`src/rtl/spec_pkg.sv`:
```
// Shared widths, FSM encoding and address packing for the spectrum readout block.
package spec_pkg;
  localparam int IDX_W      = 10;
  localparam int BIN_W      = 4;
  localparam int DATA_W     = 32;
  localparam int RD_LAT     = 2;
  localparam int SKID_DEPTH = RD_LAT + 2;
  localparam int ADDR_W     = BIN_W + IDX_W;
  localparam int CNT_W      = $clog2(SKID_DEPTH + 1);

  typedef enum logic [1:0] {
    ST_IDLE  = 2'd0,
    ST_READ  = 2'd1,
    ST_DRAIN = 2'd2,
    ST_DONE  = 2'd3
  } state_e;

  typedef struct packed {
    logic vld;
    logic last;
    logic fe;
  } tag_t;

  typedef struct packed {
    logic              fe;
    logic              last;
    logic [DATA_W-1:0] dat;
  } beat_t;

  function automatic logic [ADDR_W-1:0] pack_addr(input logic [BIN_W-1:0] bin,
                                                  input logic [IDX_W-1:0] idx);
    return {bin, idx};
  endfunction
endpackage

```
`src/rtl/spec_readout_if.sv`:
```
// Spectrum word stream towards the upload FIFO (valid/ready, last per bin, frame end).
interface spec_readout_if;
  import spec_pkg::*;
  logic [DATA_W-1:0] m_data;
  logic              m_valid;
  logic              m_ready;
  logic              m_last;
  logic              m_frame_end;

  modport master (output m_data, output m_valid, output m_last, output m_frame_end, input m_ready);
  modport slave  (input m_data, input m_valid, input m_last, input m_frame_end, output m_ready);
endinterface

```
`src/rtl/spec_skid_fifo.sv`:
```
// First-word-fall-through FIFO with occupancy count; head valid whenever not empty.
// Push when full is dropped unless a pop happens in the same cycle.
module spec_skid_fifo #(
  parameter int DEPTH = 4,
  parameter int W     = 34,
  parameter int CW    = $clog2(DEPTH + 1)
) (
  input  logic          clk,
  input  logic          rst,
  input  logic          push_i,
  input  logic [W-1:0]  push_dat_i,
  input  logic          pop_i,
  output logic [W-1:0]  head_o,
  output logic          empty_o,
  output logic [CW-1:0] count_o
);
  localparam int PW = (DEPTH > 1) ? $clog2(DEPTH) : 1;

  logic [W-1:0]  mem_q [DEPTH];
  logic [PW-1:0] wr_q, rd_q;
  logic [CW-1:0] cnt_q;
  logic          do_push, do_pop;

  assign do_pop  = pop_i & (cnt_q != '0);
  assign do_push = push_i & ((cnt_q != CW'(DEPTH)) | do_pop);

  always_ff @(posedge clk or posedge rst) begin
    if (rst) begin
      wr_q  <= '0;
      rd_q  <= '0;
      cnt_q <= '0;
      for (int i = 0; i < DEPTH; i++) mem_q[i] <= '0;
    end else begin
      if (do_push) begin
        mem_q[wr_q] <= push_dat_i;
        wr_q        <= (wr_q == PW'(DEPTH - 1)) ? '0 : wr_q + 1'b1;
      end
      if (do_pop) rd_q <= (rd_q == PW'(DEPTH - 1)) ? '0 : rd_q + 1'b1;
      cnt_q <= cnt_q + CW'(do_push) - CW'(do_pop);
    end
  end

  assign head_o  = mem_q[rd_q];
  assign empty_o = (cnt_q == '0);
  assign count_o = cnt_q;
endmodule

```
`src/rtl/spec_readout.sv`:
```
// Streams accumulated spectra out of the DPRAM bin-major; first word RD_LAT+2 cycles after start.
// Reads are credit-limited by skid space, so downstream stalls never drop data. SPEC_BG_SUB_EN adds background subtraction.
module spec_readout
  import spec_pkg::*;
(
  input  logic              clk,
  input  logic              rst,
  input  logic              start,
  input  logic [BIN_W:0]    num_bins,
  input  logic [IDX_W:0]    num_points,
  output logic [ADDR_W-1:0] rdaddr_out,
  output logic              rden,
  input  logic [DATA_W-1:0] rddata,
`ifdef SPEC_BG_SUB_EN
  output logic [IDX_W-1:0]  bg_rdaddr,
  input  logic [DATA_W-1:0] bg_rddata,
`endif
  spec_readout_if.master    m,
  output logic              busy,
  output logic              done
);
  state_e            state_q, state_d;
  logic [BIN_W:0]    nb_q, nb_d;
  logic [IDX_W:0]    np_q, np_d;
  logic [BIN_W-1:0]  bin_q, bin_d;
  logic [IDX_W-1:0]  idx_q, idx_d;
  tag_t              tag_q [RD_LAT];
  tag_t              tag_d;
  int unsigned       in_flight;
  logic              last_idx, last_bin, credit_ok, pop;
  logic              skid_empty;
  logic [CNT_W-1:0]  skid_cnt;
  logic [DATA_W-1:0] push_word;
  beat_t             head;

  assign last_idx  = ({1'b0, idx_q} == np_q - 1'b1);
  assign last_bin  = ({1'b0, bin_q} == nb_q - 1'b1);
  assign credit_ok = (in_flight + 32'(skid_cnt)) < 32'(SKID_DEPTH);
  assign pop       = m.m_valid & m.m_ready;

  always_comb begin
    in_flight = 0;
    for (int i = 0; i < RD_LAT; i++) in_flight += {31'd0, tag_q[i].vld};
  end

  always_comb begin
    state_d = state_q;
    nb_d    = nb_q;
    np_d    = np_q;
    bin_d   = bin_q;
    idx_d   = idx_q;
    rden    = 1'b0;
    case (state_q)
      ST_IDLE: if (start) begin
        state_d = ST_READ;
        nb_d    = (num_bins == '0) ? (BIN_W+1)'(1) : num_bins;
        np_d    = (num_points == '0) ? (IDX_W+1)'(1) : num_points;
        bin_d   = '0;
        idx_d   = '0;
      end
      ST_READ: if (credit_ok) begin
        rden = 1'b1;
        if (last_idx) begin
          idx_d = '0;
          if (last_bin) state_d = ST_DRAIN;
          else          bin_d   = bin_q + 1'b1;
        end else begin
          idx_d = idx_q + 1'b1;
        end
      end
      // Leave as the final word is accepted so done lands one cycle after it.
      ST_DRAIN: if (in_flight == 0 && (skid_empty || (skid_cnt == CNT_W'(1) && pop)))
        state_d = ST_DONE;
      default: state_d = ST_IDLE;
    endcase
  end

  always_ff @(posedge clk or posedge rst) begin
    if (rst) begin
      state_q <= ST_IDLE;
      nb_q    <= '0;
      np_q    <= '0;
      bin_q   <= '0;
      idx_q   <= '0;
    end else begin
      state_q <= state_d;
      nb_q    <= nb_d;
      np_q    <= np_d;
      bin_q   <= bin_d;
      idx_q   <= idx_d;
    end
  end

  assign tag_d = '{vld: rden, last: last_idx, fe: last_idx & last_bin};

  always_ff @(posedge clk or posedge rst) begin
    if (rst) begin
      for (int i = 0; i < RD_LAT; i++) tag_q[i] <= '0;
    end else begin
      tag_q[0] <= tag_d;
      for (int i = 1; i < RD_LAT; i++) tag_q[i] <= tag_q[i-1];
    end
  end

  assign rdaddr_out = pack_addr(bin_q, idx_q);
  assign busy       = (state_q == ST_READ) || (state_q == ST_DRAIN);
  assign done       = (state_q == ST_DONE);

`ifdef SPEC_BG_SUB_EN
  assign bg_rdaddr = idx_q;
  assign push_word = (rddata >= bg_rddata) ? rddata - bg_rddata : '0;
`else
  assign push_word = rddata;
`endif

  spec_skid_fifo #(.DEPTH(SKID_DEPTH), .W($bits(beat_t)), .CW(CNT_W)) u_skid (
    .clk        (clk),
    .rst        (rst),
    .push_i     (tag_q[RD_LAT-1].vld),
    .push_dat_i ({tag_q[RD_LAT-1].fe, tag_q[RD_LAT-1].last, push_word}),
    .pop_i      (pop),
    .head_o     (head),
    .empty_o    (skid_empty),
    .count_o    (skid_cnt)
  );

  assign m.m_valid     = ~skid_empty;
  assign m.m_data      = skid_empty ? '0 : head.dat;
  assign m.m_last      = ~skid_empty & head.last;
  assign m.m_frame_end = ~skid_empty & head.fe;
endmodule

```
`src/flat_wrapper.sv`:
```
// flat-port wrapper written by rule: the top's interface ports become plain ports
module spec_readout_flat import spec_pkg::*;
  (clk, rst, start, num_bins, num_points, rdaddr_out, rden, rddata, busy, done, m_m_data, m_m_valid, m_m_last, m_m_frame_end, m_m_ready);
  spec_readout_if m_i ();
  input  logic clk;
  input  logic rst;
  input  logic start;
  input  logic [BIN_W:0] num_bins;
  input  logic [IDX_W:0] num_points;
  output logic [ADDR_W-1:0] rdaddr_out;
  output logic rden;
  input  logic [DATA_W-1:0] rddata;
  output logic busy;
  output logic done;
  output wire logic [$bits(m_i.m_data)-1:0] m_m_data;
  output wire logic [$bits(m_i.m_valid)-1:0] m_m_valid;
  output wire logic [$bits(m_i.m_last)-1:0] m_m_last;
  output wire logic [$bits(m_i.m_frame_end)-1:0] m_m_frame_end;
  input wire logic [$bits(m_i.m_ready)-1:0] m_m_ready;
  assign m_m_data = m_i.m_data;
  assign m_m_valid = m_i.m_valid;
  assign m_m_last = m_i.m_last;
  assign m_m_frame_end = m_i.m_frame_end;
  assign m_i.m_ready = m_m_ready;
  spec_readout u_core (.clk(clk), .rst(rst), .start(start), .num_bins(num_bins), .num_points(num_points), .rdaddr_out(rdaddr_out), .rden(rden), .rddata(rddata), .m(m_i), .busy(busy), .done(done));
endmodule
```
`config.mk`:
```
export PLATFORM = sky130hd
export DESIGN_NAME = spec_readout_flat
export DESIGN_NICKNAME = d
export VERILOG_FILES = /design/src/rtl/spec_pkg.sv /design/src/rtl/spec_readout_if.sv /design/src/rtl/spec_skid_fifo.sv /design/src/rtl/spec_readout.sv /design/src/flat_wrapper.sv
export SDC_FILE = /design/constraint.sdc
export NUM_CORES = 1
export LEC_CHECK = 0
export CAP_MARGIN = 20
export CORE_MARGIN = 2
export CORE_UTILIZATION = 28
export CTS_CLUSTER_SIZE = 20
export DETAILED_ROUTE_END_ITERATION = 6
export PLACE_DENSITY = 0.49
export SLEW_MARGIN = 10
export SYNTH_ARGS = -nofsm -noshare
export SYNTH_HDL_FRONTEND = slang
export SYNTH_SLANG_ARGS = --single-unit
```
`constraint.sdc`:
```
create_clock -name clk -period 7.75 [get_ports clk]
set_input_delay 1.55 -clock clk [delete_from_list [all_inputs] [get_ports clk]]
set_output_delay 1.55 -clock clk [all_outputs]
set_load 0.01 [all_outputs]
```
==> results of run 1 <==
-- worst max-delay path: stages (launching register included) --
cell                              delay [ns]
sky130_fd_sc_hd__dfrtp_2                1.07
sky130_fd_sc_hd__mux4_2                 0.60
sky130_fd_sc_hd__and2_1                 0.16
sky130_fd_sc_hd__clkdlybuf4s50_1        0.53
-- metal layers --
| layer | global-route usage [%] | routed length [µm] | up-vias |
|---|---|---|---|
| li1 | - | - | 2516 |
| met1 | 17.0 | 9560 | 2790 |
| met2 | 20.2 | 9380 | 101 |
| met3 | 3.81 | 946 | 15 |
| met4 | 3.32 | 199 | 0 |
| met5 | 0 | 0 | - |
-- cell type report --
| type | instances | area share [%] |
|---|---|---|
| tap | 396 | 4.56 |
| inverter | 29 | 1.06 |
| clock buffer | 18 | 4.04 |
| sequential | 181 | 41.7 |
| timing repair buffer | 110 | 10.1 |
| multi-input combinational | 399 | 36.9 |
| clock inverter | 14 | 1.67 |
-- stage by stage --
| step | hold WS [ns] | setup slack (ns) | power [µW] | util, % |
|---|---|---|---|---|
| finish | 0.354 | 3.41 | 4410 | 35.5 |
| global route | 0.356 | 3.23 | 4720 | 35.5 |
| CTS | 0.354 | 3.32 | 4480 | 35.4 |
| detailed placement | 0.337 | 3.60 | 3540 | 33.4 |
| global placement | 0.344 | 3.63 | 3510 | 33.4 |
| floorplan | 0.331 | 1.28 | 2790 | - |
-- cells by family (layout without fill, tap and decap cells) --
group | after synthesis | in the layout
mux | 187 | 187
flops | 181 | 181
simple gates | 120 | 120
buf+inv | 58 | 171
compound gates | 51 | 51
xor+xnor | 21 | 21
fa+ha+maj | 20 | 20
-- synth_stat cells, types with 2 or more instances --
library cell and number:
sky130_fd_sc_hd__a21o_1 2, sky130_fd_sc_hd__a21oi_1 10, sky130_fd_sc_hd__a221o_1 2, sky130_fd_sc_hd__a311oi_1 2
sky130_fd_sc_hd__a31oi_1 2, sky130_fd_sc_hd__a41oi_1 2, sky130_fd_sc_hd__and2_1 34, sky130_fd_sc_hd__and3_1 4
sky130_fd_sc_hd__buf_1 4, sky130_fd_sc_hd__clkbuf_1 25, sky130_fd_sc_hd__dfrtp_1 181, sky130_fd_sc_hd__ha_1 19
sky130_fd_sc_hd__inv_1 28, sky130_fd_sc_hd__mux2_2 152, sky130_fd_sc_hd__mux4_2 34, sky130_fd_sc_hd__nand2_1 26
sky130_fd_sc_hd__nand2b_1 4, sky130_fd_sc_hd__nand3_1 7, sky130_fd_sc_hd__nand4_1 2, sky130_fd_sc_hd__nor2_1 7
sky130_fd_sc_hd__nor3_1 11, sky130_fd_sc_hd__nor4_1 3, sky130_fd_sc_hd__o2111ai_1 4, sky130_fd_sc_hd__o21ai_0 8
sky130_fd_sc_hd__o22ai_1 6, sky130_fd_sc_hd__o41ai_1 3, sky130_fd_sc_hd__or2_2 2, sky130_fd_sc_hd__or3_1 6
sky130_fd_sc_hd__xnor2_1 11, sky130_fd_sc_hd__xor2_1 10
-- power groups by stage --
stage               sequential (µW)  clock (µW)  combinational, µW
CTS                            1600         955               1930
floorplan                      1500           0               1290
detailed placement             1620           0               1920
global placement               1620           0               1890
finish                         1600         921               1890
global route                   1660         992               2070
-- flip-flops by register name, summed over array words and instances (netlist names) --
name,cells
u_core.nb_q,5
u_core.np_q,11
u_core.state_q,2
u_core.u_skid.rd_q,2
u_core.u_skid.wr_q,2
u_core.idx_q,10
u_core.tag_q,6
u_core.u_skid.count_o,3
u_core.u_skid.mem_q,136
u_core.bin_q,4
-- how the worst max path moves through the flow --
stage	to	slack, ns	cells after the start
after detailed placement	u_core.u_skid.mem_q[92]$_DFFE_PP0P_	3.60	6
after global placement	u_core.u_skid.mem_q[83]$_DFFE_PP0P_	3.63	6
after floorplan	u_core.bin_q[0]$_DFFE_PP0P_	1.28	1
after CTS	m_m_frame_end	3.32	3
after global routing	m_m_last	3.23	4
final	m_m_frame_end	3.41	3
==> qor.json, run 1 <==
{
  "min_path": {
    "hold-path-cell-count": 0,
    "worst_hold_startpoint": "u_core.tag_q[4]$_DFF_PP0_",
    "worst_hold_path.endpoint": "u_core.tag_q[1]$_DFF_PP0_",
    "hold_class": "flop to flop"
  },
  "global_route": {
    "first_global_vias": 5582,
    "grt_remaining_overflow": 0,
    "grt_use_total_pct": 12.7,
    "global_route_wire_length_before_repair_um": 32500,
    "initial_antenna_violation_count": 0,
    "grt_start_max_net_pins": 96
  },
  "place": {
    "post_detailed_placement_cell_area_um2": 10200,
    "placedCellCount": 1114,
    "gp_congestion": 0.734,
    "buffer_ports.inserted": 103,
    "dp_hpwl_um": 12500
  },
  "sta": {
    "max_clock_freq_mhz": 230,
    "rsz0062_at_grt": "no",
    "timing.final.setup_violations": 0,
    "slew_headroom_pct": 29.6,
    "final_hold_viol_count": 0,
    "fin_tns_setup_ns": 0,
    "final_min_period_over_clock_period_pct": 56.0,
    "period_minus_slack_ns": 4.34,
    "finalMaxSlewViolations": 0,
    "tightestPinTransition_ns": 1.06,
    "clock-skew-final_ns": 0.0122
  },
  "synth": {
    "ys.flop_type": "sky130_fd_sc_hd__dfrtp_1",
    "ys.warnings.count": 0,
    "synthMuxAreaShare_pct": 28.4,
    "synthCells": 638,
    "synthesis.area_um2": 8760,
    "synth_compound_gate_area_share_pct": 4.33,
    "syn_area_per_cell_um2": 13.7,
    "synth_xor_xnor_area_share_pct": 2.10,
    "synth.largest_area_cell": "sky130_fd_sc_hd__dfrtp_1",
    "synth_adder_area_share_pct": 2.94,
    "number_of_flops_mapped_to_enable_cells_by_yosys": 0,
    "synthesis.nets": 710,
    "synth.yosys.seq_area_share_pct": 51.7,
    "yosys.area_share.simple_pct": 8.03,
    "synth_cell_type_count": 57,
    "synth_async_sr_flop_share_pct": 100,
    "synth.area.top_cells": "sky130_fd_sc_hd__dfrtp_1, sky130_fd_sc_hd__mux2_2, sky130_fd_sc_hd__mux4_2",
    "netlist.area_leader.share_pct": 51.7,
    "synth.ff_latch_count": 181,
    "synth_top_family_by_area": "multiplexers"
  },
  "clocking": {
    "cts.sink_count": 181,
    "cts_inserted_buffers": 17,
    "cts-root-buf": "sky130_fd_sc_hd__clkbuf_16",
    "clkLatencyLatePin_ns": 0.44,
    "tritoncts": "yes",
    "worst_setup_hold_path_clk_slew_ns": 0.07,
    "htreeDepth": 4,
    "cts_resized": 0,
    "cts_hold_buf": 0,
    "clockBufferDepth": 2,
    "post_cts_repair_timing_setup_buffer_count": 0
  },
  "pwr": {
    "combinationalPowerShare_pct": 42.9,
    "p_switching_uw": 1410,
    "sequentialPowerShare_pct": 36.2,
    "power_report.internal_total_uw": 3000,
    "sw_frac_of_total_pct": 31.9,
    "p_clk_share_pct": 20.9,
    "leakagePower_uw": 0.00456,
    "power.density_nw_per_um2": 406,
    "ir_worst_vdd_uv": 165
  },
  "cells_and_area": {
    "insertedDiodeCount": 0,
    "layout.nets": 810,
    "drive_above_1_share_pct": 32.4,
    "regArea_um2": 4530,
    "postLayoutCellArea_um2": 10900,
    "mostFrequentLayoutCells": "sky130_fd_sc_hd__dfrtp_1, sky130_fd_sc_hd__mux2_2, sky130_fd_sc_hd__clkdlybuf4s50_1",
    "fin_cells": 1147,
    "multiInputGateArea_um2": 4020,
    "layout.cells.most_common": "sky130_fd_sc_hd__dfrtp_1",
    "synthToLayoutAreaGrowth_pct": 24.1,
    "n_fill_cell": 2997
  },
  "run_status": {
    "run_status": "finished clean"
  },
  "worst_setup_path": {
    "crit_fanout": 37,
    "r2r_setup_slack_ns": 4.80,
    "r2r_start": "u_core.u_skid.count_o[1]$_DFF_PP0_",
    "r2r-end": "u_core.u_skid.count_o[2]$_DFF_PP0_",
    "arrival_ns": 2.79,
    "worst-setup-path-type": "flop to output pin",
    "cp-end-kind": "output pin",
    "reg2reg_depth": 10,
    "critical_path.startpoint": "u_core.u_skid.rd_q[0]$_DFFE_PP0P_",
    "critPathLaunchType": "flop",
    "critPathRequiredTime_ns": 6.20
  },
  "routing": {
    "postRouteAntennaNets": 0,
    "postRouteWirelength_um": 20100,
    "detail_route.vias_per_cell": 4.73,
    "detail_route.iter0.violations": 222,
    "route.vias.total": 5422,
    "routedWlPerCell_um": 17.5,
    "first_pass_iters": 4,
    "remaining_drcs": 0
  },
  "die": {
    "die_width_um": 181,
    "std_cell_core_area_um2": 30700,
    "core.rowCount": 64,
    "start_util_pct": 28.6,
    "die_area_um2": 32700,
    "ios": 104,
    "height_of_the_die_um": 181
  },
  "run": {
    "maxCapViolCount": 0
  }
}
Note: power is estimated with default switching activity, not from simulation.
==> run 2: changes to the inputs <==
--- a/config.mk
+++ b/config.mk
@@ -10,7 +10,7 @@
 export CORE_UTILIZATION = 28
 export CTS_CLUSTER_SIZE = 20
 export DETAILED_ROUTE_END_ITERATION = 6
-export PLACE_DENSITY = 0.49
+export PLACE_DENSITY = 0.5
 export SLEW_MARGIN = 10
 export SYNTH_ARGS = -nofsm -noshare
 export SYNTH_HDL_FRONTEND = slang
==> constraint.sdc (replaced) <==
create_clock -name clk -period 3.7 [get_ports clk]
set_input_delay 0.74 -clock clk [delete_from_list [all_inputs] [get_ports clk]]
set_output_delay 0.74 -clock clk [all_outputs]
set_load 0.01 [all_outputs]
==> run 2 against run 1 <==
Compared with the run above: non-clock buffer count is 5 higher; global-route usage shrank 0.24 points; total power rose by 110%; first-iteration DRC count grew 9.9%; clock power up 100%; critical path depth increased by 1; highest routed layer unchanged.
==> qor.json, run 2 (same netlist as run 1, synthesis figures left out) <==
{
  "run_status": {
    "run_status": {"value": "finished clean", "change": "unchanged"}
  },
  "sta": {
    "rsz0062_at_grt": {"value": "no", "change": "unchanged"},
    "fin_tns_setup": {"value": 0, "unit": "ns", "change": "unchanged"},
    "timing.final.setup_violations": {"value": 0, "change": "unchanged"},
    "slew_headroom": {"value": 45.5, "unit": "%", "change": "was 29.6%"},
    "max_clock_freq_mhz": 296,
    "setup_slack": {"value": 0.322, "unit": "ns", "change": "was 3.41 ns"},
    "final_hold_viol_count": {"value": 0, "change": "unchanged"},
    "period_minus_slack_ns": 3.38,
    "tightestPinTransition": {"value": 0.818, "unit": "ns", "change": "was 1.06 ns"},
    "clock-skew-final": {"value": 0.0109, "unit": "ns", "change": "was 0.0122 ns"},
    "final_min_period_over_clock_period_pct": 91.3,
    "finalMaxSlewViolations": {"value": 0, "change": "unchanged"}
  },
  "clocking": {
    "clkLatencyLatePin": {"value": 0.43, "unit": "ns", "change": "was 0.44 ns"},
    "cts_hold_buf": {"value": 0, "change": "unchanged"},
    "cts_inserted_buffers": {"value": 17, "change": "unchanged"},
    "htreeDepth": {"value": 4, "change": "unchanged"},
    "clockBufferDepth": {"value": 2, "change": "unchanged"},
    "tritoncts": {"value": "yes", "change": "unchanged"},
    "cts-root-buf": {"value": "sky130_fd_sc_hd__clkbuf_16", "change": "unchanged"},
    "worst_setup_hold_path_clk_slew": {"value": 0.07, "unit": "ns", "change": "about the same"},
    "cts.sink_count": {"value": 181, "change": "unchanged"},
    "cts_resized": {"value": 0, "change": "unchanged"},
    "post_cts_repair_timing_setup_buffer_count": {"value": 0, "change": "unchanged"}
  },
  "cells_and_area": {
    "largestRegisters": {"value": "u_core.u_skid.mem_q (136), u_core.np_q (11), u_core.idx_q (10)", "change": "unchanged"},
    "largest_register_ff_count": {"value": 136, "change": "unchanged"},
    "layout.nets": {"value": 815, "change": "was 810"},
    "synthToLayoutAreaGrowth": {"value": 24.9, "unit": "%", "change": "was 24.1%"},
    "drive_above_1_share": {"value": 32.5, "unit": "%", "change": "was 32.4%"},
    "layout.cells.most_common": {"value": "sky130_fd_sc_hd__dfrtp_1", "change": "unchanged"},
    "regArea": {"value": 4530, "unit": "µm²", "change": "unchanged"},
    "n_fill_cell": {"value": 2990, "change": "was 2,997"},
    "mostFrequentLayoutCells": {"value": "sky130_fd_sc_hd__dfrtp_1, sky130_fd_sc_hd__mux2_2, sky130_fd_sc_hd__clkdlybuf4s50_1", "change": "unchanged"},
    "multiInputGateArea": {"value": 4010, "unit": "µm²", "change": "was 4020 µm²"},
    "max_flop_register": {"value": "u_core.u_skid.mem_q", "change": "unchanged"}
  },
  "global_route": {
    "gr-usage-met3": {"value": 3.16, "unit": "%", "change": "was 3.81%"},
    "grt_util_met2": {"value": 19.8, "unit": "%", "change": "was 20.2%"},
    "grt_start_max_net_pins": {"value": 94, "change": "was 96"},
    "grt_remaining_overflow": {"value": 0, "change": "unchanged"},
    "grt_use_total": {"value": 12.5, "unit": "%", "change": "was 12.7%"},
    "initial_antenna_violation_count": {"value": 1, "change": "was 0"},
    "first_global_vias": {"value": 5728, "change": "was 5,582"},
    "global_route_wire_length_before_repair": {"value": 32400, "unit": "µm", "change": "was 32,500 µm"},
    "global_route.usage.met1": {"value": 17.1, "unit": "%", "change": "was 17.0%"},
    "global_route.peak_usage_layer": {"value": "met2", "change": "unchanged"}
  },
  "worst_setup_path": {
    "critPathLaunchType": {"value": "flop", "change": "unchanged"},
    "crit_fanout": {"value": 16, "change": "was 37"},
    "critical-path-max-stage-delay": {"value": 0.75, "unit": "ns", "change": "was 1.07 ns"},
    "worstPathCellList": {"value": "buf_4 > mux4_2 > and2_1 > clkdlybuf4s50_1", "change": "was mux4_2 > and2_1 > clkdlybuf4s50_1"},
    "worst-setup-path-type": {"value": "flop to output pin", "change": "unchanged"},
    "critPathRequiredTime": {"value": 2.96, "unit": "ns", "change": "was 6.20 ns"},
    "r2r_setup_slack": {"value": 0.84, "unit": "ns", "change": "was 4.80 ns"},
    "r2r_start": {"value": "u_core.u_skid.count_o[1]$_DFF_PP0_", "change": "unchanged"},
    "critical_path.startpoint": {"value": "u_core.u_skid.rd_q[1]$_DFFE_PP0P_", "change": "was u_core.u_skid.rd_q[0]$_DFFE_PP0P_"},
    "reg2reg_depth": {"value": 10, "change": "unchanged"},
    "critical-path-slowest-cell": {"value": "sky130_fd_sc_hd__dfrtp_2", "change": "unchanged"},
    "arrival": {"value": 2.64, "unit": "ns", "change": "was 2.79 ns"},
    "cp-end-kind": {"value": "output pin", "change": "unchanged"}
  },
  "pwr": {
    "leakagePower": {"value": 0.00458, "unit": "µW", "change": "was 0.00456 µW"},
    "power.density": {"value": 840, "unit": "nW/µm²", "change": "was 406 nW/µm²"},
    "ir_worst_vdd": {"value": 345, "unit": "µV", "change": "was 165 µV"},
    "sequentialPowerShare": {"value": 36.3, "unit": "%", "change": "was 36.2%"},
    "sw_frac_of_total": {"value": 32.0, "unit": "%", "change": "was 31.9%"},
    "p_clk_share": {"value": 20.2, "unit": "%", "change": "was 20.9%"},
    "combinationalPowerShare": {"value": 43.5, "unit": "%", "change": "was 42.9%"},
    "p_switching": {"value": 2940, "unit": "µW", "change": "was 1410 µW"},
    "power_report.internal_total": {"value": 6250, "unit": "µW", "change": "was 3000 µW"},
    "fin_total_pwr": {"value": 9190, "unit": "µW", "change": "was 4410 µW"}
  },
  "die": {
    "die_area": {"value": 32700, "unit": "µm²", "change": "unchanged"},
    "start_util": {"value": 28.6, "unit": "%", "change": "unchanged"},
    "ios": {"value": 104, "change": "unchanged"},
    "die_width": {"value": 181, "unit": "µm", "change": "unchanged"},
    "height_of_the_die": {"value": 181, "unit": "µm", "change": "unchanged"},
    "std_cell_core_area": {"value": 30700, "unit": "µm²", "change": "unchanged"},
    "core.rowCount": {"value": 64, "change": "unchanged"}
  },
  "routing": {
    "detail_route.vias_per_cell": {"value": 4.70, "change": "was 4.73"},
    "postRouteAntennaNets": {"value": 0, "change": "unchanged"},
    "remaining_drcs": {"value": 0, "change": "unchanged"},
    "postRouteWirelength": {"value": 19400, "unit": "µm", "change": "was 20,100 µm"},
    "detail_route.iter0.violations": {"value": 244, "change": "was 222"},
    "first_pass_iters": {"value": 4, "change": "unchanged"},
    "route.vias.total": {"value": 5421, "change": "was 5,422"},
    "routedWlPerCell": {"value": 16.8, "unit": "µm", "change": "was 17.5 µm"}
  },
  "place": {
    "gp_congestion": {"value": 0.704, "change": "was 0.734"},
    "placement.setup.worst_slack": {"value": 0.567, "unit": "ns", "change": "was 3.60 ns"},
    "dp_hpwl": {"value": 12600, "unit": "µm", "change": "was 12,500 µm"},
    "buffer_ports.inserted": {"value": 103, "change": "unchanged"}
  },
  "run": {
    "maxCapViolCount": {"value": 0, "change": "unchanged"}
  },
  "min_path": {
    "hold_class": {"value": "flop to flop", "change": "unchanged"},
    "worst_hold_startpoint": {"value": "u_core.tag_q[4]$_DFF_PP0_", "change": "unchanged"},
    "hold-path-cell-count": {"value": 0, "change": "unchanged"}
  }
}
==> run 2: cell count changes in the layout (fill, tap and decap cells not counted), sizes merged <==
cell,delta
clkinvlp,+3
clkbuf,-1
bufinv,-1
buf,+5
inv,-1
diode,+1
==> run 2: per-layer routing <==
layer	up-vias	part of all wire, %
li1	2544	-
met5	-	0
met2	95	47
met4	0	0.84
met1	2772	48
met3	10	4.0
==> run 2: path summary, 6_finish.rpt <==
check,to
min in group asynchronous,u_core.idx_q[6]$_DFFE_PP0P_
worst min-delay path,u_core.tag_q[1]$_DFF_PP0_
worst max register to register,u_core.u_skid.count_o[2]$_DFF_PP0_
worst max-delay path,m_m_data[31]
worst min register to register,u_core.tag_q[1]$_DFF_PP0_
max in group asynchronous,u_core.u_skid.rd_q[1]$_DFFE_PP0P_
==> run 2: power by group through the flow <==
stage	clock network, µW	registers, µW	logic, µW
after floorplan	0	3150	2710
after global routing	2020	3460	4360
final	1860	3330	3990
after global placement	0	3380	4030
after CTS	1940	3340	4090
after detailed placement	0	3370	4090
==> run 2: final cells by class <==
type / count / share of cell area (%)
Clock buffer: 17 / 3.89
Inverter: 29 / 1.04
Sequential cell: 181 / 41.4
Antenna cell: 1 / 0.0229
Multi-Input combinational cell: 399 / 36.7
Tap cell: 396 / 4.53
Clock inverter: 15 / 1.70
Timing Repair Buffer: 115 / 10.7
==> run 2: critical path, delay by kind of cell, from the launching register on <==
kind | cells | cell delay (ns)
mux | 1 | 0.50
flops | 1 | 0.75
buf+inv | 2 | 0.78
simple gates | 1 | 0.18
==> run 2: through the flow <==
step / utilization, % / std cells / cell area, µm² / hold WS, ns
after global routing: 35.7 / 1153 / 10900 / 0.358
after global placement: 33.7 / 1120 / 10300 / 0.333
after detailed placement: 33.7 / 1120 / 10300 / 0.339
after floorplan: - / 638 / 8760 / 0.331
after CTS: 35.7 / 1152 / 10900 / 0.355
final: 35.7 / 1153 / 10900 / 0.355
==> run 3: changes to the inputs <==
--- a/config.mk
+++ b/config.mk
@@ -5,12 +5,13 @@
 export SDC_FILE = /design/constraint.sdc
 export NUM_CORES = 1
 export LEC_CHECK = 0
+export ABC_AREA = 1
 export CAP_MARGIN = 20
 export CORE_MARGIN = 2
-export CORE_UTILIZATION = 28
+export CORE_UTILIZATION = 51
 export CTS_CLUSTER_SIZE = 20
 export DETAILED_ROUTE_END_ITERATION = 6
-export PLACE_DENSITY = 0.5
+export PLACE_DENSITY = 0.8
 export SLEW_MARGIN = 10
 export SYNTH_ARGS = -nofsm -noshare
 export SYNTH_HDL_FRONTEND = slang
==> run 3 against run 2 <==
Compared with the run above: clock-buffer cell count increased by 5; routed wire length increased by 16%; die area decreased by 43%; sequential power decreased by 2%; via count increased by 47%; critical path depth increased by 2.
==> qor.json, run 3 <==
{
  "sta": {
    "max_clock_freq": {"value": 298, "unit": "MHz", "change": "was 296 MHz"},
    "final_min_period_over_clock_period": {"value": 90.6, "unit": "%", "change": "was 91.3%"},
    "final_hold_viol_count": {"value": 0, "change": "unchanged"},
    "timing.final.setup_violations": {"value": 0, "change": "unchanged"},
    "rsz0062_at_grt": {"value": "no", "change": "unchanged"},
    "timing.hold.ws": {"value": 0.355, "unit": "ns", "change": "about the same"},
    "slew_headroom": {"value": 41.9, "unit": "%", "change": "was 45.5%"},
    "finalMaxSlewViolations": {"value": 0, "change": "unchanged"},
    "clock-skew-final": {"value": 0.00601, "unit": "ns", "change": "was 0.0109 ns"},
    "period_minus_slack": {"value": 3.35, "unit": "ns", "change": "was 3.38 ns"},
    "tightestPinTransition": {"value": 0.870, "unit": "ns", "change": "was 0.818 ns"},
    "fin_tns_setup": {"value": 0, "unit": "ns", "change": "unchanged"}
  },
  "worst_setup_path": {
    "critical-path-max-stage-delay": {"value": 0.59, "unit": "ns", "change": "was 0.75 ns"},
    "critical_path.top_delay_family": {"value": "buffers and inverters", "change": "unchanged"},
    "critical_path.startpoint": {"value": "u_core.u_skid.rd_q[1]$_DFFE_PP0P_", "change": "unchanged"},
    "critPathLaunchType": {"value": "flop", "change": "unchanged"},
    "r2r_setup_slack": {"value": 1.12, "unit": "ns", "change": "was 0.84 ns"},
    "worst-setup-path-type": {"value": "flop to output pin", "change": "unchanged"},
    "crit_fanout": {"value": 22, "change": "was 16"},
    "worst_path_most_repeated_cell": "sky130_fd_sc_hd__a21oi_1",
    "cp-end-kind": {"value": "output pin", "change": "unchanged"},
    "path_buf_inv": {"value": 3, "change": "was 2"},
    "critPathRequiredTime": {"value": 2.96, "unit": "ns", "change": "about the same"},
    "critical-path-slowest-cell": {"value": "sky130_fd_sc_hd__clkdlybuf4s50_1", "change": "was sky130_fd_sc_hd__dfrtp_2"},
    "worstPathCellList": {"value": "clkinv_1 > buf_4 > a21oi_1 > o21ai_0 > a21oi_1 > clkdlybuf4s50_1", "change": "was buf_4 > mux4_2 > and2_1 > clkdlybuf4s50_1"},
    "arrival": {"value": 2.61, "unit": "ns", "change": "was 2.64 ns"},
    "r2r_start": {"value": "u_core.u_skid.count_o[1]$_DFF_PP0_", "change": "unchanged"}
  },
  "clocking": {
    "cts.sink_count": {"value": 181, "change": "unchanged"},
    "htreeDepth": {"value": 4, "change": "unchanged"},
    "post_cts_repair_timing_setup_buffer_count": {"value": 0, "change": "unchanged"},
    "clockBufferDepth": {"value": 2, "change": "unchanged"},
    "cts_hold_buf": {"value": 0, "change": "unchanged"},
    "clkLatencyLatePin": {"value": 0.43, "unit": "ns", "change": "about the same"},
    "cts-root-buf": {"value": "sky130_fd_sc_hd__clkbuf_16", "change": "unchanged"},
    "cts_inserted_buffers": {"value": 17, "change": "unchanged"},
    "tritoncts": {"value": "yes", "change": "unchanged"},
    "cts_resized": {"value": 0, "change": "unchanged"},
    "worst_setup_hold_path_clk_slew": {"value": 0.06, "unit": "ns", "change": "was 0.07 ns"}
  },
  "synth": {
    "synth_top_cells_by_count": {"value": "sky130_fd_sc_hd__nand2_1, sky130_fd_sc_hd__o21ai_0, sky130_fd_sc_hd__dfrtp_1, sky130_fd_sc_hd__inv_1, sky130_fd_sc_hd__a21oi_1", "change": "was sky130_fd_sc_hd__dfrtp_1, sky130_fd_sc_hd__mux2_2, sky130_fd_sc_hd__and2_1, sky130_fd_sc_hd__mux4_2, sky130_fd_sc_hd__inv_1"},
    "number_of_flops_mapped_to_enable_cells_by_yosys": {"value": 0, "change": "unchanged"},
    "synthCells": {"value": 1147, "change": "was 638"},
    "ys.warnings.count": {"value": 0, "change": "unchanged"},
    "syn_area_per_cell": {"value": 7.85, "unit": "µm²", "change": "was 13.7 µm²"},
    "synthesis.nets": {"value": 1219, "change": "was 710"},
    "synth_cell_type_count": {"value": 28, "change": "was 57"},
    "netlist.area_leader.share": {"value": 50.3, "unit": "%", "change": "was 51.7%"},
    "synthesis.area": {"value": 9000, "unit": "µm²", "change": "was 8760 µm²"},
    "synth.largest_area_cell": {"value": "sky130_fd_sc_hd__dfrtp_1", "change": "unchanged"},
    "yosysMostFrequentCell": {"value": "sky130_fd_sc_hd__nand2_1", "change": "was sky130_fd_sc_hd__dfrtp_1"},
    "synth.area.top_cells": {"value": "sky130_fd_sc_hd__dfrtp_1, sky130_fd_sc_hd__nand2_1, sky130_fd_sc_hd__o21ai_0", "change": "was sky130_fd_sc_hd__dfrtp_1, sky130_fd_sc_hd__mux2_2, sky130_fd_sc_hd__mux4_2"},
    "ys.flop_type": {"value": "sky130_fd_sc_hd__dfrtp_1", "change": "unchanged"},
    "synth.ff_latch_count": {"value": 181, "change": "unchanged"},
    "synth_async_sr_flop_share": {"value": 100, "unit": "%", "change": "unchanged"},
    "synth.yosys.seq_area_share": {"value": 50.3, "unit": "%", "change": "was 51.7%"}
  },
  "cells_and_area": {
    "drive_above_1_share": {"value": 4.94, "unit": "%", "change": "was 32.5%"},
    "layout.cells.most_common": {"value": "sky130_fd_sc_hd__nand2_1", "change": "was sky130_fd_sc_hd__dfrtp_1"},
    "largest_register_ff_count": {"value": 136, "change": "unchanged"},
    "max_flop_register": {"value": "u_core.u_skid.mem_q", "change": "unchanged"},
    "synthToLayoutAreaGrowth": {"value": 20.1, "unit": "%", "change": "was 24.9%"},
    "fin_cells": {"value": 1460, "change": "was 1,153"},
    "mostFrequentLayoutCells": {"value": "sky130_fd_sc_hd__nand2_1, sky130_fd_sc_hd__o21ai_0, sky130_fd_sc_hd__dfrtp_1", "change": "was sky130_fd_sc_hd__dfrtp_1, sky130_fd_sc_hd__mux2_2, sky130_fd_sc_hd__clkdlybuf4s50_1"},
    "layout.nets": {"value": 1296, "change": "was 815"},
    "insertedDiodeCount": {"value": 0, "change": "was 1"},
    "largestRegisters": {"value": "u_core.u_skid.mem_q (136), u_core.np_q (11), u_core.idx_q (10)", "change": "unchanged"},
    "post-route-util": {"value": 62.5, "unit": "%", "change": "was 35.7%"}
  },
  "run_status": {
    "run_status": {"value": "finished clean", "change": "unchanged"}
  },
  "die": {
    "start_util": {"value": 52.1, "unit": "%", "change": "was 28.6%"},
    "core.rowCount": {"value": 48, "change": "was 64"},
    "height_of_the_die": {"value": 137, "unit": "µm", "change": "was 181 µm"},
    "die_width": {"value": 137, "unit": "µm", "change": "was 181 µm"},
    "ios": {"value": 104, "change": "unchanged"},
    "std_cell_core_area": {"value": 17300, "unit": "µm²", "change": "was 30,700 µm²"},
    "die_area": {"value": 18700, "unit": "µm²", "change": "was 32,700 µm²"}
  },
  "pwr": {
    "ir_worst_vdd": {"value": 510, "unit": "µV", "change": "was 345 µV"},
    "power.density": {"value": 879, "unit": "nW/µm²", "change": "was 840 nW/µm²"},
    "leakagePower": {"value": 0.00511, "unit": "µW", "change": "was 0.00458 µW"},
    "fin_total_pwr": {"value": 9510, "unit": "µW", "change": "was 9190 µW"}
  },
  "global_route": {
    "global_route_wire_length_before_repair": {"value": 37600, "unit": "µm", "change": "was 32,400 µm"},
    "grt_start_max_net_pins": {"value": 81, "change": "was 94"},
    "grt_use_total": {"value": 25.4, "unit": "%", "change": "was 12.5%"},
    "initial_antenna_violation_count": {"value": 1, "change": "unchanged"},
    "grt_remaining_overflow": {"value": 0, "change": "unchanged"},
    "first_global_vias": {"value": 7855, "change": "was 5,728"}
  },
  "routing": {
    "routedWlPerCell": {"value": 15.4, "unit": "µm", "change": "was 16.8 µm"},
    "postRouteAntennaNets": {"value": 0, "change": "unchanged"},
    "postRouteWirelength": {"value": 22500, "unit": "µm", "change": "was 19,400 µm"},
    "route.vias.total": {"value": 7963, "change": "was 5,421"},
    "detail_route.iter0.violations": {"value": 544, "change": "was 244"},
    "detail_route.vias_per_cell": {"value": 5.45, "change": "was 4.70"},
    "first_pass_iters": {"value": 4, "change": "unchanged"},
    "remaining_drcs": {"value": 0, "change": "unchanged"}
  },
  "min_path": {
    "worst_hold_startpoint": {"value": "u_core.tag_q[3]$_DFF_PP0_", "change": "was u_core.tag_q[4]$_DFF_PP0_"},
    "hold_class": {"value": "flop to flop", "change": "unchanged"}
  },
  "place": {
    "placedCellCount": {"value": 1430, "change": "was 1,120"},
    "dp_hpwl": {"value": 13900, "unit": "µm", "change": "was 12,600 µm"},
    "buffer_ports.inserted": {"value": 103, "change": "unchanged"},
    "gp_congestion": {"value": 0.843, "change": "was 0.704"}
  },
  "run": {
    "maxCapViolCount": {"value": 0, "change": "unchanged"}
  }
}
run 3: cell types whose count changed in the layout (fill, tap and decap cells not counted), sizes merged, moves of 7 or more:
cell | before | now
nand2 | 27 | 303
o21ai | 8 | 219
mux2 | 152 | 0
a21oi | 10 | 114
inv | 34 | 134
nor2 | 7 | 47
and2 | 34 | 0
mux4 | 34 | 0
nand3 | 8 | 19
buf | 12 | 19
nand4 | 2 | 9
run 3: through the flow:
step	setup WS [ns]	cell area, µm²
final	0.348	10800
after global routing	0.170	10800
after CTS	0.404	10800
after detailed placement	0.864	10300
after global placement	0.935	10300
after floorplan	0.637	9010
run 3: final timing paths:
| check | to | cells after the start |
|---|---|---|
| min in group asynchronous | u_core.state_q[0]$_DFFE_PP0P_ | 2 |
| worst max-delay path | m_m_data[3] | 6 |
| worst min register to register | u_core.tag_q[0]$_DFF_PP0_ | 0 |
| max in group asynchronous | u_core.u_skid.rd_q[0]$_DFFE_PP0P_ | 3 |
| worst max register to register | u_core.u_skid.count_o[2]$_DFF_PP0_ | 11 |
| worst min-delay path | u_core.tag_q[0]$_DFF_PP0_ | 0 |
run 3: kinds of logic (layout without fill, tap and decap cells):
family | after synthesis | after routing | share of synthesized area [%]
compound gates | 339 | 339 | 19.2
xor+xnor | 20 | 20 | 1.95
fa+ha+maj | 20 | 20 | 2.86
buf+inv | 198 | 286 | 8.59
flops | 181 | 181 | 50.3
simple gates | 389 | 389 | 17.1
run 3: final cells by class:
class	count	area [µm²]
timing repair buffer	122	1210
multi-input combinational	768	3720
clock buffer	22	454
sequential	181	4530
fill	1468	6490
tap	225	282
clock inverter	8	101
inverter	134	507
run 3: power breakdown:
group,switching (µW),total (µW),internal [µW],leakage [µW]
clock network,741,1750,1010,0.000275
logic,2700,4510,1810,0.00257
registers,420,3250,2830,0.00226
total,3860,9510,5640,0.00511
run 3: layer usage:
layer / share of wire [%] / global-route usage [%]
met1: 43 / 32.6
met2: 49 / 42.9
met3: 7.1 / 5.59
met4: 1.5 / 8.13
met5: 0 / 0
